--- config.mk ---
export PLATFORM = sky130hd
export DESIGN_NAME = piso_shift_tx
export DESIGN_NICKNAME = d
export VERILOG_FILES = /design/src/rtl/piso_tx_pkg.sv /design/src/rtl/tx_bit_counter.sv /design/src/rtl/piso_shift_tx.sv
export SDC_FILE = /design/constraint.sdc
export NUM_CORES = 1
export LEC_CHECK = 0
export BUFFER_PORTS_ARGS = -buffer_cell sky130_fd_sc_hd__buf_2
export CORE_MARGIN = 2
export CORE_UTILIZATION = 44
export DETAILED_ROUTE_END_ITERATION = 6
export PLACE_DENSITY = 0.72
export SETUP_SLACK_MARGIN = 0.4
export SLEW_MARGIN = 20
export SYNTH_ARGS = -nofsm -noshare
export SYNTH_HDL_FRONTEND = slang
export SYNTH_HIERARCHICAL = 1
export SYNTH_SLANG_ARGS = --single-unit
--- constraint.sdc ---
create_clock -name clk -period 1.6 [get_ports clk]
set_input_delay 0.16 -clock clk [delete_from_list [all_inputs] [get_ports clk]]
set_output_delay 0.16 -clock clk [all_outputs]
set_load 0.02 [all_outputs]
--- src/rtl/piso_tx_pkg.sv ---
// Shared state encoding and sizing helper for the parallel-in serial-out transmitter.
package piso_tx_pkg;

  typedef enum logic {
    IDLE  = 1'b0,
    SHIFT = 1'b1
  } tx_state_e;

  function automatic int cnt_width(input int width);
    int w;
    w = $clog2(width);
    return (w < 1) ? 1 : w;
  endfunction

endpackage

--- src/rtl/tx_bit_counter.sv ---
// Frame bit counter: clear has priority over enable; the count saturates at LIMIT-1
// and tc is a registered flag that is high while the count sits on LIMIT-1.
module tx_bit_counter
  import piso_tx_pkg::*;
#(
  parameter int LIMIT = 8,
  parameter int CNT_W = cnt_width(LIMIT)
) (
  input  logic             clk,
  input  logic             reset,
  input  logic             clr,
  input  logic             en,
  output logic [CNT_W-1:0] count,
  output logic             tc
);

  localparam logic [CNT_W-1:0] LAST = CNT_W'(LIMIT - 1);

  logic [CNT_W-1:0] count_q, count_d;
  logic             tc_q, tc_d;

  always_comb begin
    count_d = count_q;
    if (clr) begin
      count_d = '0;
    end else if (en && (count_q != LAST)) begin
      count_d = count_q + 1'b1;
    end
    tc_d = (count_d == LAST);
  end

  always_ff @(posedge clk or posedge reset) begin
    if (reset) begin
      count_q <= '0;
      tc_q    <= 1'b0;
    end else begin
      count_q <= count_d;
      tc_q    <= tc_d;
    end
  end

  assign count = count_q;
  assign tc    = tc_q;

endmodule

--- src/rtl/piso_shift_tx.sv ---
// Parallel-in serial-out transmitter: accepts a word on a valid/ready handshake and
// shifts it out one bit per clock, with back-to-back frames chained on the last bit.
module piso_shift_tx
  import piso_tx_pkg::*;
#(
  parameter int WIDTH     = 8,
  parameter bit MSB_FIRST = 1'b1
) (
  input  logic                     clk,
  input  logic                     reset,
  input  logic                     load_valid,
  input  logic [WIDTH-1:0]         load_data,
  output logic                     load_ready,
  output logic                     ser_out,
  output logic                     ser_out_n,
  output logic                     ser_valid,
  output logic                     frame_start,
  output logic                     frame_done,
  output logic [$clog2(WIDTH)-1:0] bit_idx
);

  localparam int CNT_W = cnt_width(WIDTH);

  if (WIDTH < 2 || WIDTH > 32) begin : g_width_check
    $error("piso_shift_tx: WIDTH must be within 2..32");
  end

  tx_state_e        state_q, state_d;
  logic [WIDTH-1:0] sr_q, sr_d;
  logic             frame_start_q, frame_start_d;
  logic [CNT_W-1:0] bit_cnt;
  logic             last_bit;
  logic             accept;
  logic             cnt_clr;
  logic             cnt_en;

  // Ready only when idle or on the final bit, so a new word can chain with no gap.
  assign load_ready = (state_q == IDLE) || last_bit;
  assign accept     = load_valid && load_ready;

  always_comb begin
    state_d       = state_q;
    sr_d          = sr_q;
    cnt_clr       = 1'b0;
    cnt_en        = 1'b0;
    frame_start_d = accept;
    case (state_q)
      IDLE: begin
        if (accept) begin
          state_d = SHIFT;
          sr_d    = load_data;
          cnt_clr = 1'b1;
        end
      end
      SHIFT: begin
        sr_d = MSB_FIRST ? (sr_q << 1) : (sr_q >> 1);
        if (last_bit) begin
          cnt_clr = 1'b1;
          if (accept) begin
            sr_d = load_data;
          end else begin
            state_d = IDLE;
          end
        end else begin
          cnt_en = 1'b1;
        end
      end
      default: state_d = IDLE;
    endcase
  end

  // Zero fill empties the register by the end of a frame, so ser_out idles at 0.
  always_ff @(posedge clk or posedge reset) begin
    if (reset) begin
      state_q       <= IDLE;
      sr_q          <= '0;
      frame_start_q <= 1'b0;
    end else begin
      state_q       <= state_d;
      sr_q          <= sr_d;
      frame_start_q <= frame_start_d;
    end
  end

  tx_bit_counter #(
    .LIMIT (WIDTH),
    .CNT_W (CNT_W)
  ) u_bit_counter (
    .clk   (clk),
    .reset (reset),
    .clr   (cnt_clr),
    .en    (cnt_en),
    .count (bit_cnt),
    .tc    (last_bit)
  );

  assign ser_out     = MSB_FIRST ? sr_q[WIDTH-1] : sr_q[0];
  assign ser_out_n   = ~ser_out;
  assign ser_valid   = (state_q == SHIFT);
  assign frame_start = frame_start_q;
  assign frame_done  = last_bit;
  assign bit_idx     = bit_cnt;

endmodule

==> impl_metrics.json <==
{
  "clkLatencyLatePin_ps": 280,
  "cp_max_fo": 4,
  "tightest_slew_ps": 380.4,
  "initial_core_util_pct": 47.26,
  "cts.sinks": 14,
  "worstReg2RegEnd": "u_bit_counter/tc$_DFF_PP0_",
  "io_pins": 20,
  "reg2regPathDepth": 5,
  "reg2reg_from": "u_bit_counter/count[0]$_DFF_PP0_",
  "hold_viol_final": 0,
  "rsz0062_at_grt": "true",
  "die-area_um2": 1956,
  "clk_pin_slew_ps": 80,
  "post-synth-top-count-cell": "dfrtp_1",
  "min_to": "sr_q[7]$_DFFE_PP0P_",
  "syn-cell-area_um2": 711.9,
  "core_um2": 1506,
  "synth_flop_cell": "dfrtp_1",
  "relSlewSlack_pct": 74.61,
  "htreeDepth": 1,
  "grt_overflow": 0,
  "synth_cell_types": 23,
  "avgSynthCellArea_um2": 11.12,
  "antenna_found_initial": 0,
  "cts_buffer_depth": 2,
  "status": "complete, no violations",
  "synth_edf_count": 0,
  "viasPerCell": 5.090,
  "nNetsFinal": 109,
  "synth.top_cells.by_area": "dfrtp_1 (49%), nand2_1 (5.3%), a32oi_1 (4.9%), buf_6 (4.7%), o221a_1 (4.7%)",
  "final_max_slew_viol_count": 0,
  "async_flop_share_pct": 100.0,
  "max_freq_ghz": 0.7023,
  "drtAntennaViolNets": 0,
  "first_pass_iters": 3,
  "fin_crit_sh_pct": 89.00,
  "antenna_cells": 0,
  "regArea_um2": 354.1,
  "cts_buffers": 3,
  "routed_wirelength_um": 1441,
  "grt_max_degree": 14,
  "synth.ff_latch_count": 14,
  "required_ps": 1810,
  "vdd_drop_max_mv": 0.9915,
  "power.density_nw_per_um2": 1687,
  "wl_per_cell_um": 12.98,
  "num-fill-cells": 133,
  "power_mw": 1.643,
  "critical_path.startpoint_type": "register",
  "multi_input_area_um2": 339.1,
  "dp_hpwl_um": 999.3,
  "drtIter0Drc": 2,
  "io_buffer_count": 19,
  "die_y_um": 44.23,
  "end_kind": "register",
  "grt_usage_pct": 16.87,
  "rows": 14,
  "min_path_type": "in -> reg",
  "dieWidth_um": 44.23,
  "area_growth_pct": 36.73,
  "ys_warn_count": 6,
  "synth_commonest_cells": "dfrtp_1 (14), nand2_1 (10), a32oi_1 (4), inv_1 (4)",
  "period_needed_ps": 1424,
  "syn_inst": 64,
  "setup_viol": 0,
  "gp_congestion": 0.7433,
  "critical_path_arrival_ps": 1640,
  "min_from": "load_data[7]",
  "seq_area_frac_synth_pct": 49.21,
  "synth_largest_area_cell": "dfrtp_1",
  "grt_pass1_wl_um": 2318,
  "yosysTopAreaCellShare_pct": 49.21,
  "fin_skew_ps": 1.112,
  "vias": 565,
  "critPathKind": "reg -> reg",
  "holdPathStages": 3,
  "p_leak_nw": 0.5022,
  "setup_tns_ps": 0,
  "grt_pass1_vias": 542,
  "regToRegSetupSlack_ps": 180,
  "synth_nets": 77,
  "max_cap_viol_count": 0,
  "drive_gt1_share_pct": 50.53,
  "drc": 0,
  "cts_tree": "yes",
  "cts_root_buf": "clkbuf_4"
}
## layout by cell type, fill, tap and decap left out, drive strengths merged
cell type and count:
dlygate4sd3 1, clkbuf 5, a21oi 1, a211o 3
mux2 1, ha 2, nor2 4, a21boi 1
nand4 1, a32oi 4, mux2i 2, nand2 10
nand2b 3, nor2b 3, xor2 1, o221a 3
inv 5, a32o 1, or3 1, dfrtp 14
buf 29
## metal layers
metal | share of wire [%] | GRT usage, % | vias up
li1 | - | - | 288
met1 | 41 | 18.02 | 262
met4 | 0 | 5.455 | 0
met3 | 6.2 | 7.755 | 0
met5 | 0 | 0 | -
met2 | 53 | 29.41 | 15
## flip-flops by register name, summed over array words and instances, names as in the netlist
name and cells:
u_bit_counter/count 3, u_bit_counter/tc 1, sr_q 8, frame_start 1
ser_valid 1
## critical path, cell delays in order (launching register included)
cell	delay, ps
dfrtp_2	450
ha_4	170
ha_4	140
nand2b_4	130
or3_1	350
a21oi_2	120
## cells by family after synthesis
kind of cell / count (synthesis) / synth area share, %
fa+ha+maj: 2 / 3.514
xor+xnor: 1 / 1.230
mux: 3 / 4.394
compound gates: 13 / 17.75
simple gates: 22 / 15.82
flops: 14 / 49.21
buf+inv: 9 / 8.082
## worst max-delay path by stage
stage	start	endpoint	slack, ps	cells past startpoint
after floorplan	u_bit_counter/count[0]$_DFF_PP0_	u_bit_counter/tc$_DFF_PP0_	60	6
after global placement	u_bit_counter/count[0]$_DFF_PP0_	u_bit_counter/tc$_DFF_PP0_	190	5
after detailed placement	u_bit_counter/count[0]$_DFF_PP0_	u_bit_counter/tc$_DFF_PP0_	160	5
after CTS	u_bit_counter/count[0]$_DFF_PP0_	u_bit_counter/tc$_DFF_PP0_	170	5
after global routing	u_bit_counter/count[0]$_DFF_PP0_	u_bit_counter/tc$_DFF_PP0_	120	5
final	u_bit_counter/count[0]$_DFF_PP0_	u_bit_counter/tc$_DFF_PP0_	180	5
## power breakdown
group	internal [mW]	switching [mW]	total (mW)	leakage (nW)
clock	0.138	0.112	0.251	0.0210
sequential	0.478	0.112	0.590	0.178
combinational	0.411	0.392	0.802	0.304
## repair_timing
action / in CTS / in global routing
pin swaps: 3 / 4
endpoints found under the setup margin: 5 / 8
resized for setup: 0 / 6
hold buffers: 1 / 0
endpoints found under the hold margin: 14 / 0
setup buffers: 1 / 10
## final cells by class
cell class                      count  share of cell area (%)
Timing Repair Buffer               31                   20.82
Clock buffer                        4                   3.728
Tap cell                           16                   2.057
Inverter                            5                   2.185
Multi-Input combinational cell     41                   34.83
Sequential cell                    14                   36.38
## metrics by stage
step | util [%] | cell area, um^2 | cells | hold slack, ps | setup WS [ps]
floorplan | - | 763.2 | 64 | -74.05 | 62.96
global placement | 54.90 | 827.0 | 95 | 60.54 | 188.6
detailed placement | 54.90 | 827.0 | 95 | 74.64 | 162.9
CTS | 58.47 | 880.8 | 101 | 108.6 | 165.5
global route | 64.62 | 973.4 | 111 | 122.3 | 119.9
finish | 64.62 | 973.4 | 111 | 118.7 | 176.1
(Power assumes the default switching activity.)
